<file path="src/rtl/trigger_link_rx.sv">
// trigger_link_rx: receive end of one GEM trigger fiber.
// Rebuilds 4-word (64-bit) frames from the 16-bit decoded GTX stream.
// Hunts for frame alignment on the comma byte and tracks lock/unlock.
// Checks the periodic latency marker and keeps a saturating error count.
module trigger_link_rx #(
    parameter int          LOCK_FRAMES     = 8,
    parameter int          UNLOCK_ERRS     = 4,
    parameter int          MARKER_PERIOD   = 128,
    parameter int          ERR_CNT_WIDTH   = 16,
    parameter logic [13:0] INVALID_CLUSTER = 14'h3FFF
) (
    input  logic                     clk_160,
    input  logic                     reset_n,
    input  logic [15:0]              rx_data,
    input  logic [1:0]               rx_isk,
    input  logic [1:0]               rx_code_err,
    output logic [13:0]              cluster0,
    output logic [13:0]              cluster1,
    output logic [13:0]              cluster2,
    output logic [13:0]              cluster3,
    output logic                     overflow,
    output logic                     frame_valid,
    output logic                     bx0,
    output logic                     locked,
    output logic                     frame_err,
    output logic                     marker_err,
    output logic [ERR_CNT_WIDTH-1:0] err_cnt
);

    localparam int GW = $clog2(LOCK_FRAMES + 1);
    localparam int BW = $clog2(UNLOCK_ERRS + 1);
    localparam int MW = $clog2(MARKER_PERIOD);
    localparam logic [GW-1:0] GOOD_LAST = GW'(LOCK_FRAMES - 1);
    localparam logic [BW-1:0] BAD_LAST  = BW'(UNLOCK_ERRS - 1);
    localparam logic [MW-1:0] MCNT_LAST = MW'(MARKER_PERIOD - 1);

    // S_DROP is the single cycle after the last tolerated bad frame; the link
    // still reports locked there so the final error strobe is seen while locked.
    typedef enum logic [1:0] {
        S_SEARCH = 2'd0,
        S_LOCKED = 2'd1,
        S_DROP   = 2'd2
    } state_t;

    function automatic logic is_kchar(input logic [7:0] b);
        return (b == 8'hBC) || (b == 8'hF7) || (b == 8'hFC) || (b == 8'h3C);
    endfunction

    function automatic logic is_marker(input logic [7:0] b);
        return (b == 8'hFC) || (b == 8'h3C);
    endfunction

    function automatic logic is_overflow(input logic [7:0] b);
        return (b == 8'hF7) || (b == 8'h3C);
    endfunction

    function automatic logic [ERR_CNT_WIDTH-1:0] sat_inc(input logic [ERR_CNT_WIDTH-1:0] c);
        return (&c) ? c : c + 1'b1;
    endfunction

    state_t          state;
    logic [1:0]      wcnt;
    logic            in_frame;
    logic            bad_p0;
    logic [GW-1:0]   good_cnt;
    logic [BW-1:0]   bad_cnt;
    logic            armed;
    logic [MW-1:0]   mcnt;
    logic [7:0]      k_p0;
    logic [39:0]     data_p0;

    logic            comma_w;
    logic            w0_ok;
    logic            wn_ok;
    logic            take_w0;
    logic            frame_bad;
    logic            is_mrk;
    logic            mrk_err;
    logic [55:0]     frame_d;

    assign comma_w   = rx_isk[0] && is_kchar(rx_data[7:0]);
    assign w0_ok     = (rx_isk == 2'b01) && is_kchar(rx_data[7:0]) && (rx_code_err == 2'b00);
    assign wn_ok     = (rx_isk == 2'b00) && (rx_code_err == 2'b00);
    assign take_w0   = (state == S_SEARCH) ? comma_w : (wcnt == 2'd0);
    // Evaluated while w3 is on the input: w3 itself is never stored.
    assign frame_bad = bad_p0 || !wn_ok;
    assign is_mrk    = !frame_bad && is_marker(k_p0);
    assign mrk_err   = armed && (is_mrk ? (mcnt != MCNT_LAST) : (mcnt == MCNT_LAST));
    assign frame_d   = {rx_data, data_p0};

    // Stage p0: collect the K byte and data of w0..w2 for the frame in flight
    always_ff @(posedge clk_160) begin
        if (take_w0) begin
            k_p0          <= rx_data[7:0];
            data_p0[7:0]  <= rx_data[15:8];
        end else if (wcnt == 2'd1) begin
            data_p0[23:8] <= rx_data;
        end else if (wcnt == 2'd2) begin
            data_p0[39:24] <= rx_data;
        end
    end

    // Alignment/lock FSM, marker checking, error counting and registered outputs
    always_ff @(posedge clk_160 or negedge reset_n) begin
        if (!reset_n) begin
            state       <= S_SEARCH;
            wcnt        <= 2'd0;
            in_frame    <= 1'b0;
            bad_p0      <= 1'b0;
            good_cnt    <= '0;
            bad_cnt     <= '0;
            armed       <= 1'b0;
            mcnt        <= '0;
            cluster0    <= INVALID_CLUSTER;
            cluster1    <= INVALID_CLUSTER;
            cluster2    <= INVALID_CLUSTER;
            cluster3    <= INVALID_CLUSTER;
            overflow    <= 1'b0;
            frame_valid <= 1'b0;
            bx0         <= 1'b0;
            locked      <= 1'b0;
            frame_err   <= 1'b0;
            marker_err  <= 1'b0;
            err_cnt     <= '0;
        end else begin
            frame_valid <= 1'b0;
            frame_err   <= 1'b0;
            marker_err  <= 1'b0;
            case (state)
                S_SEARCH: begin
                    if (comma_w) begin
                        // A comma in mid-frame means the frame in progress was bad.
                        if (in_frame && wcnt != 2'd0) good_cnt <= '0;
                        in_frame <= 1'b1;
                        wcnt     <= 2'd1;
                        bad_p0   <= !w0_ok;
                    end else if (in_frame) begin
                        if (wcnt == 2'd0) begin
                            in_frame <= 1'b0;
                            good_cnt <= '0;
                        end else if (wcnt == 2'd3) begin
                            wcnt <= 2'd0;
                            if (frame_bad) begin
                                good_cnt <= '0;
                                in_frame <= 1'b0;
                            end else if (good_cnt == GOOD_LAST) begin
                                state    <= S_LOCKED;
                                locked   <= 1'b1;
                                good_cnt <= '0;
                                bad_cnt  <= '0;
                                armed    <= 1'b0;
                                mcnt     <= '0;
                            end else begin
                                good_cnt <= good_cnt + 1'b1;
                            end
                        end else begin
                            wcnt   <= wcnt + 2'd1;
                            bad_p0 <= bad_p0 || !wn_ok;
                        end
                    end
                end
                S_LOCKED: begin
                    wcnt <= wcnt + 2'd1;
                    if (wcnt == 2'd0) begin
                        bad_p0 <= !w0_ok;
                    end else if (wcnt != 2'd3) begin
                        bad_p0 <= bad_p0 || !wn_ok;
                    end else begin
                        frame_valid <= 1'b1;
                        frame_err   <= frame_bad || mrk_err;
                        marker_err  <= mrk_err;
                        if (frame_bad || mrk_err) err_cnt <= sat_inc(err_cnt);
                        if (is_mrk) begin
                            armed <= 1'b1;
                            mcnt  <= '0;
                        end else begin
                            mcnt  <= mcnt + 1'b1;
                        end
                        if (frame_bad) begin
                            cluster0 <= INVALID_CLUSTER;
                            cluster1 <= INVALID_CLUSTER;
                            cluster2 <= INVALID_CLUSTER;
                            cluster3 <= INVALID_CLUSTER;
                            overflow <= 1'b0;
                            bx0      <= 1'b0;
                            bad_cnt  <= bad_cnt + 1'b1;
                            if (bad_cnt == BAD_LAST) state <= S_DROP;
                        end else begin
                            cluster0 <= frame_d[13:0];
                            cluster1 <= frame_d[27:14];
                            cluster2 <= frame_d[41:28];
                            cluster3 <= frame_d[55:42];
                            overflow <= is_overflow(k_p0);
                            bx0      <= is_marker(k_p0);
                            bad_cnt  <= '0;
                        end
                    end
                end
                S_DROP: begin
                    state    <= S_SEARCH;
                    locked   <= 1'b0;
                    in_frame <= 1'b0;
                    good_cnt <= '0;
                    armed    <= 1'b0;
                    wcnt     <= 2'd0;
                    overflow <= 1'b0;
                    bx0      <= 1'b0;
                end
                default: begin
                    state <= S_SEARCH;
                end
            endcase
        end
    end

endmodule
</file>
<file path="config.mk">
export PLATFORM = sky130hd
export DESIGN_NAME = trigger_link_rx
export DESIGN_NICKNAME = d
export VERILOG_FILES = /design/src/rtl/trigger_link_rx.sv
export SDC_FILE = /design/constraint.sdc
export NUM_CORES = 1
export LEC_CHECK = 0
export ABC_CLOCK_PERIOD_IN_PS = 3300
export BUFFER_PORTS_ARGS = -buffer_cell sky130_fd_sc_hd__buf_2
export CORE_AREA = 2 2 127 129
export DETAILED_ROUTE_END_ITERATION = 16
export DIE_AREA = 0 0 129 131
export PLACE_DENSITY = 0.66
export RECOVER_POWER = 25
export SYNTH_ARGS = -nofsm -noshare
export SYNTH_HDL_FRONTEND = slang
export SYNTH_SLANG_ARGS = --single-unit
</file>
<file path="constraint.sdc">
create_clock -name clk_160 -period 3.3 [get_ports clk_160]
set_clock_uncertainty 0.2 [all_clocks]
set_input_delay 0.33 -clock clk_160 [delete_from_list [all_inputs] [get_ports clk_160]]
set_output_delay 0.33 -clock clk_160 [all_outputs]
set_load 0.02 [all_outputs]
</file>
; ---- Yosys cells after proc, flatten, opt, wreduce, memory -nomap -nowiden
; Cells that the tools add are included.
[totals]
register_bits = 147
in_bits = 22
output_inout_bits = 78
word_cells = 204
[op_classes]
n_addsub = 5
eq_ne = 35
n_mux = 97
n_bitwise = 5
n_reduce_logical = 39
[op_table]
columns = operator, n
row1 = 2-to-1 mux 7 bit, 9
row2 = 2-to-1 mux 14 bit, 4
row3 = 2-to-1 mux 1 bit, 43
row4 = == test 8 bit (second input constant), 5
row5 = 2-to-1 mux 2 bit, 14
row6 = 2-to-1 mux 4 bit, 7
row7 = 2-to-1 mux 3 bit, 9
row8 = != test 2 bit (second input constant), 10
row9 = AND reduction 10 bit, 2
row10 = adder 16 x 1 -> 16 bit (second input constant), 1
row11 = == test 8 x 6 -> 1 bit (second input constant), 2
row12 = AND reduction 16 bit, 1
row13 = one-hot mux 7 bit (2 select lines), 1
row14 = != test 3 bit (second input constant), 4
row15 = AND reduction 3 bit, 4
row16 = one-hot mux 1 bit (2 select lines), 5
row17 = AND reduction 5 bit, 2
row18 = AND reduction 9 bit, 1
row19 = zero test 2 bit, 4
row20 = one-hot mux 4 bit (2 select lines), 1
row21 = nonzero test 2 bit, 4
row22 = adder 7 x 1 -> 7 bit (second input constant), 1
row23 = == test 7 bit (second input constant), 1
row24 = logical AND 1 bit, 7
row25 = other kinds (22), 39

; ---- Depth between registers and ports, before layout
[depth]
word_depth = 12
ltp_mapped = 10
mapped_depth_nobuf = 9

; ---- Worst setup path before layout
; OpenSTA, ideal clock, no wires.
[synth_timing]
path_kind = reg2reg
start = register state[0]
end = register data_p0[24] (enable)
setup_ps = 413
t_arrival_ps = 2770
required_time_ps = 2687
slack_ps = -83
stages_incl_launch_ff = 8
n_path_buf = 1
synth_period_minus_slack_ps = 3383
path_cell_list = dfrtp_1 -> inv_1 -> ha_1 -> clkbuf_1 -> inv_1 -> a21boi_0 -> inv_1 -> nor3b_1
[synth_via]
elab_chain_cells = 4
[synth_lines]
columns = item, line
row1 = start: declaration, 61  ; state_t state;
row2 = start signal: assignment, 106  ; state <= S_SEARCH;
row3 = start signal: assignment, 147  ; state <= S_LOCKED;
row4 = start signal: assignment, 187  ; if (bad_cnt == BAD_LAST) state <= S_DROP;
row5 = zero test 2 bit, 84  ; assign take_w0 = (state == S_SEARCH) ? comma_w : (wcnt == 2'd0);
row6 = 2-to-1 mux 1 bit, 84
row7 = net take_w0, 75  ; logic take_w0;
row8 = NOT 1 bit (no line), n/a
row9 = AND reduction 3 bit (no line), n/a
row10 = end signal: assignment, 99  ; data_p0[39:24] <= rx_data;
row11 = end: declaration, 70  ; logic [39:0] data_p0;
; The timed path passes the listed nets, and every way through them passes these cells.
; A chain may end at the register's enable or synchronous reset.

; ---- Worst setup path after layout
[layout_timing]
start = input rx_data[3]
end = register data_p0[9] (enable)
[layout_via]
elab_chain_cells = 8
word_cells_on_any_way = 11
classes_between = 4 x eq/ne / 1 x mux / 1 x bitwise / 5 x reduce/logical
[layout_lines]
columns = item, line
row1 = start: declaration, 14  ; input logic [15:0] rx_data,
row2 = == test 8 bit, 46  ; return (b == 8'hBC) || (b == 8'hF7) || (b == 8'hFC) || (b == 8'h3C);
row3 = logical OR 1 bit (2 in a row), 46
row4 = logical OR 1 bit *, 46
row5 = logical AND 1 bit *, 81  ; assign comma_w = rx_isk[0] && is_kchar(rx_data[7:0]);
row6 = 2-to-1 mux 1 bit *, 84
row7 = NOT 1 bit (no line) *, n/a
row8 = AND reduction 2 bit (no line) *, n/a
row9 = end signal: assignment, 97  ; data_p0[23:8] <= rx_data;
; Mark *: on every way between the ends. The rest lies on a longest branch, timed or not.

==> out/metrics.csv <==
stage,metric,value,unit
setup_path,critPathCaptureType,register,
drt,drt_iter0_markers,312,
synth,yosys.cell_types.count,57,
setup_path,timing.rr.start,state[0],
finish,fraction_of_layout_cells_with_a_size_suffix_above_1,29.53,%
floorplanning,placementRows,46,
floorplanning,die_width,129,µm
synth,count_of_mapped_cells_out_of_synthesis,554,
grt,grt_pass1_vias,4357,
clock_tree,tritoncts,built,
setup_path,cp.arrival,2870,ps
finish,layout_common_cells,"nor2_1, buf_2, a21oi_1, dfstp_2, edfxtp_1",
flow_run,drv.max_cap_violation_count,0,
synth,ys_top_cells_by_area,"dfstp_2, edfxtp_1, dfrtp_1, nor2_1, a21oi_1",
power_and_ir_drop,power.static_leakage,0.003064,µW
setup_path,crit_path_start,rx_data[3],
clock_tree,worstSkewPairLatency,420,ps
setup_path,crit_fanout,16,
sta,fmax,330.6,MHz
drt,wl,14130,µm
clock_tree,htreeDepth,4,
drt,drt_first_pass_iters,5,
floorplanning,die_area,16900,µm²
sta,final-setup-viol-count,0,
synth,synth_warnings,0,
grt,maximum_number_of_pins_on_one_net_before_global_route_repair,59,
setup_path,worst_setup_path_start_kind,input port,
place,dpl.hpwl,9394,µm
min_path,min-delay-path-class,in2reg,
setup_path,worstPathCellList,dlygate4sd3_1 -> clkbuf_1 -> or3b_1 -> a211oi_1 -> nand2_1 -> a21boi_0 -> and2_1,
drt,avgRoutedWirePerCell,15.69,µm
grt,first_pass_grt_wire_length,22370,µm
sta,worst-slew-pin-transition,1277,ps
place,postPlaceCellArea,6975,µm²
drt,route.vias.total,4566,
synth,seq_total_area_yosys,64.16,%
grt,gr-usage-all-layers,17.21,%
floorplanning,standard_cell_core_area,15600,µm²
clock_tree,cts.root.buffer_cell,clkbuf_16,
clock_tree,clockBufferDepth,2,
sta,layout_worst_path_cycle_share,91.66,%
floorplanning,boundaryPins,100,
finish,most_frequent_standard_cell_in_the_layout_excluding_fill_and_tap_cells,nor2_1,
synth,synth.cell_area,6217,µm²
synth,synth.top_cell.area_share,23.67,%
synth,ys_dominant_reg_cell,dfstp_2,
power_and_ir_drop,max-vdd-ir-drop,0.0004343,V
setup_path,cpMaxStageDelayCell,dlygate4sd3_1,
clock_tree,clock_sink_count,147,
finish,antenna_cells,0,
finish,area_growth_syn_to_layout,23.51,%
synth,synth_top_cell_by_area,dfstp_2,
setup_path,critPathRequiredTime,3150,ps
floorplanning,initial_utilization,39.86,%
sta,finalHoldViolations,0,
sta,rsz0062_at_grt,false,
synth,postSynthAreaPerCell,11.22,µm²
synth,async_flop_share,67.35,%
setup_path,worst-r2r-cell-count,7,
sta,fin_tns_setup,0,ps
setup_path,rrSetupSlack,570,ps
floorplanning,dieHeight,131,µm
power_and_ir_drop,power_density,714.1,nW/µm²
setup_path,worstSetupEndpoint,data_p0[9],
synth,syn_nets,589,
sta,maxSlewHeadroom,14.84,%
setup_path,worst_r2r_endpoint,data_p0[35],
clock_tree,clkSlewWorstSetupHoldPaths,60,ps
drt,drt-vias-per-instance,5.073,
finish,finalCoreUtilization,49.23,%
setup_path,critical_path.n_buffers_inverters,2,
clock_tree,post_cts_repair_setup_buffers,0,
grt,grt.overflow.total,0,
drt,postRouteAntennaNets,0,
setup_path,critPathTopFamily,simple AND/OR/NAND/NOR gates,
setup_path,logic_depth_of_the_worst_setup_path_including_buffers,7,
finish,nets,706,
drt,remaining_routing_drc_violations,0,
sta,finalCriticalPeriod,3025,ps
place,io_buffer_count,99,
clock_tree,cts_made_buffers,17,
finish,stdcell_area,7679,µm²
finish,fill_cells,1379,
setup_path,crit_path_max_incr_delay,540,ps
outcome,outcome,completed,
setup_path,setup.worst_path.class,in2reg,
sta,final-max-slew-violation-count,0,
synth,synth_edf_count,48,
grt,antenna_found_initial,0,
synth,postSynthRegisterBits,147,
place,rd_place_congestion,0.8131,
[flip-flops by register name, summed over array words and instances (netlist names), 2 cells and up]
signal and flops:
k_p0 8, cluster3 14, wcnt 2, cluster0 14, bad_cnt 3, state 2, cluster1 14, data_p0 40
err_cnt 16, good_cnt 4, cluster2 14, mcnt 7
[cells in the mapped netlist, drive strengths merged (2+ instances only)]
library cell / number
and4: 2
nor2: 130
nor2b: 6
xor2: 15
nor3: 14
or3: 3
edfxtp: 48
a21boi: 2
a211o: 2
dfrtp: 43
and3: 7
o41ai: 2
nor3b: 6
buf: 6
inv: 14
clkbuf: 19
a21oi: 65
a31oi: 2
a41o: 2
ha: 13
o31ai: 6
nand2b: 4
o211ai: 2
dfstp: 56
o21ai: 19
nand2: 26
mux2: 2
nor4b: 2
or3b: 2
o22ai: 2
nand4: 4
nand3: 13
[repair_timing]
action | 4_1_cts | 5_1_grt
resized for setup | 0 | 0
hold endpoints to repair | 85 | 0
hold buffers | 15 | 0
[kinds of logic after synthesis]
family,synth area share (%)
xor gates and xnor gates,2.254
buffers and inverters,2.495
and+or+nand+nor,17.55
muxes,0.4225
AOI/OAI and AO/OA,10.51
DFF,64.16
adders and majority gates,2.616
[cell type report]
class                   count  area, µm²  share of cell area (%)
clock buffers              19      454.2                   5.915
clock inverters            13      121.4                   1.581
inverters                  14      52.55                  0.6844
multi-input cells         368       2086                   27.16
flip-flops and latches    147       3989                   51.95
well taps                 216      270.3                   3.520
repair buffers            123      705.7                   9.190
[power breakdown]
part	switching (µW)	total (µW)	internal, µW
registers	163	2460	2290
clock network	758	1850	1090
logic	806	1180	372
[worst min path at each step]
stage | startpoint | to | slack, ps | depth (start not counted)
6_report | rx_data[6] | data_p0[30] | 120 | 1
5_1_grt | rx_data[6] | data_p0[30] | 110 | 1
4_1_cts | rx_data[6] | data_p0[30] | 2 | 1
3_5_place_dp | reset_n | wcnt[0] | 210 | 1
3_3_place_gp | reset_n | wcnt[1] | 190 | 1
2_1_floorplan | reset_n | armed | -170 | 0
[per-layer routing]
metal	wire length [µm]	vias up	track usage, %
met3	571	30	4.275
li1	-	2159	-
met2	6810	136	27.48
met1	6381	2241	22.34
met4	361	0	7.801
met5	0	-	0
[stage by stage]
step                std cells  setup slack (ps)  hold slack (ps)  power, µW
floorplan                 554             470.5           -165.6       3248
global placement          853             609.9            193.6       3604
detailed placement        853             538.6            205.4       3654
CTS                       900             415.4            2.003       5535
global route              900             146.0            109.2       5760
finish                    900             275.1            118.1       5483
No activity file was read; power rests on OpenSTA's default activity.
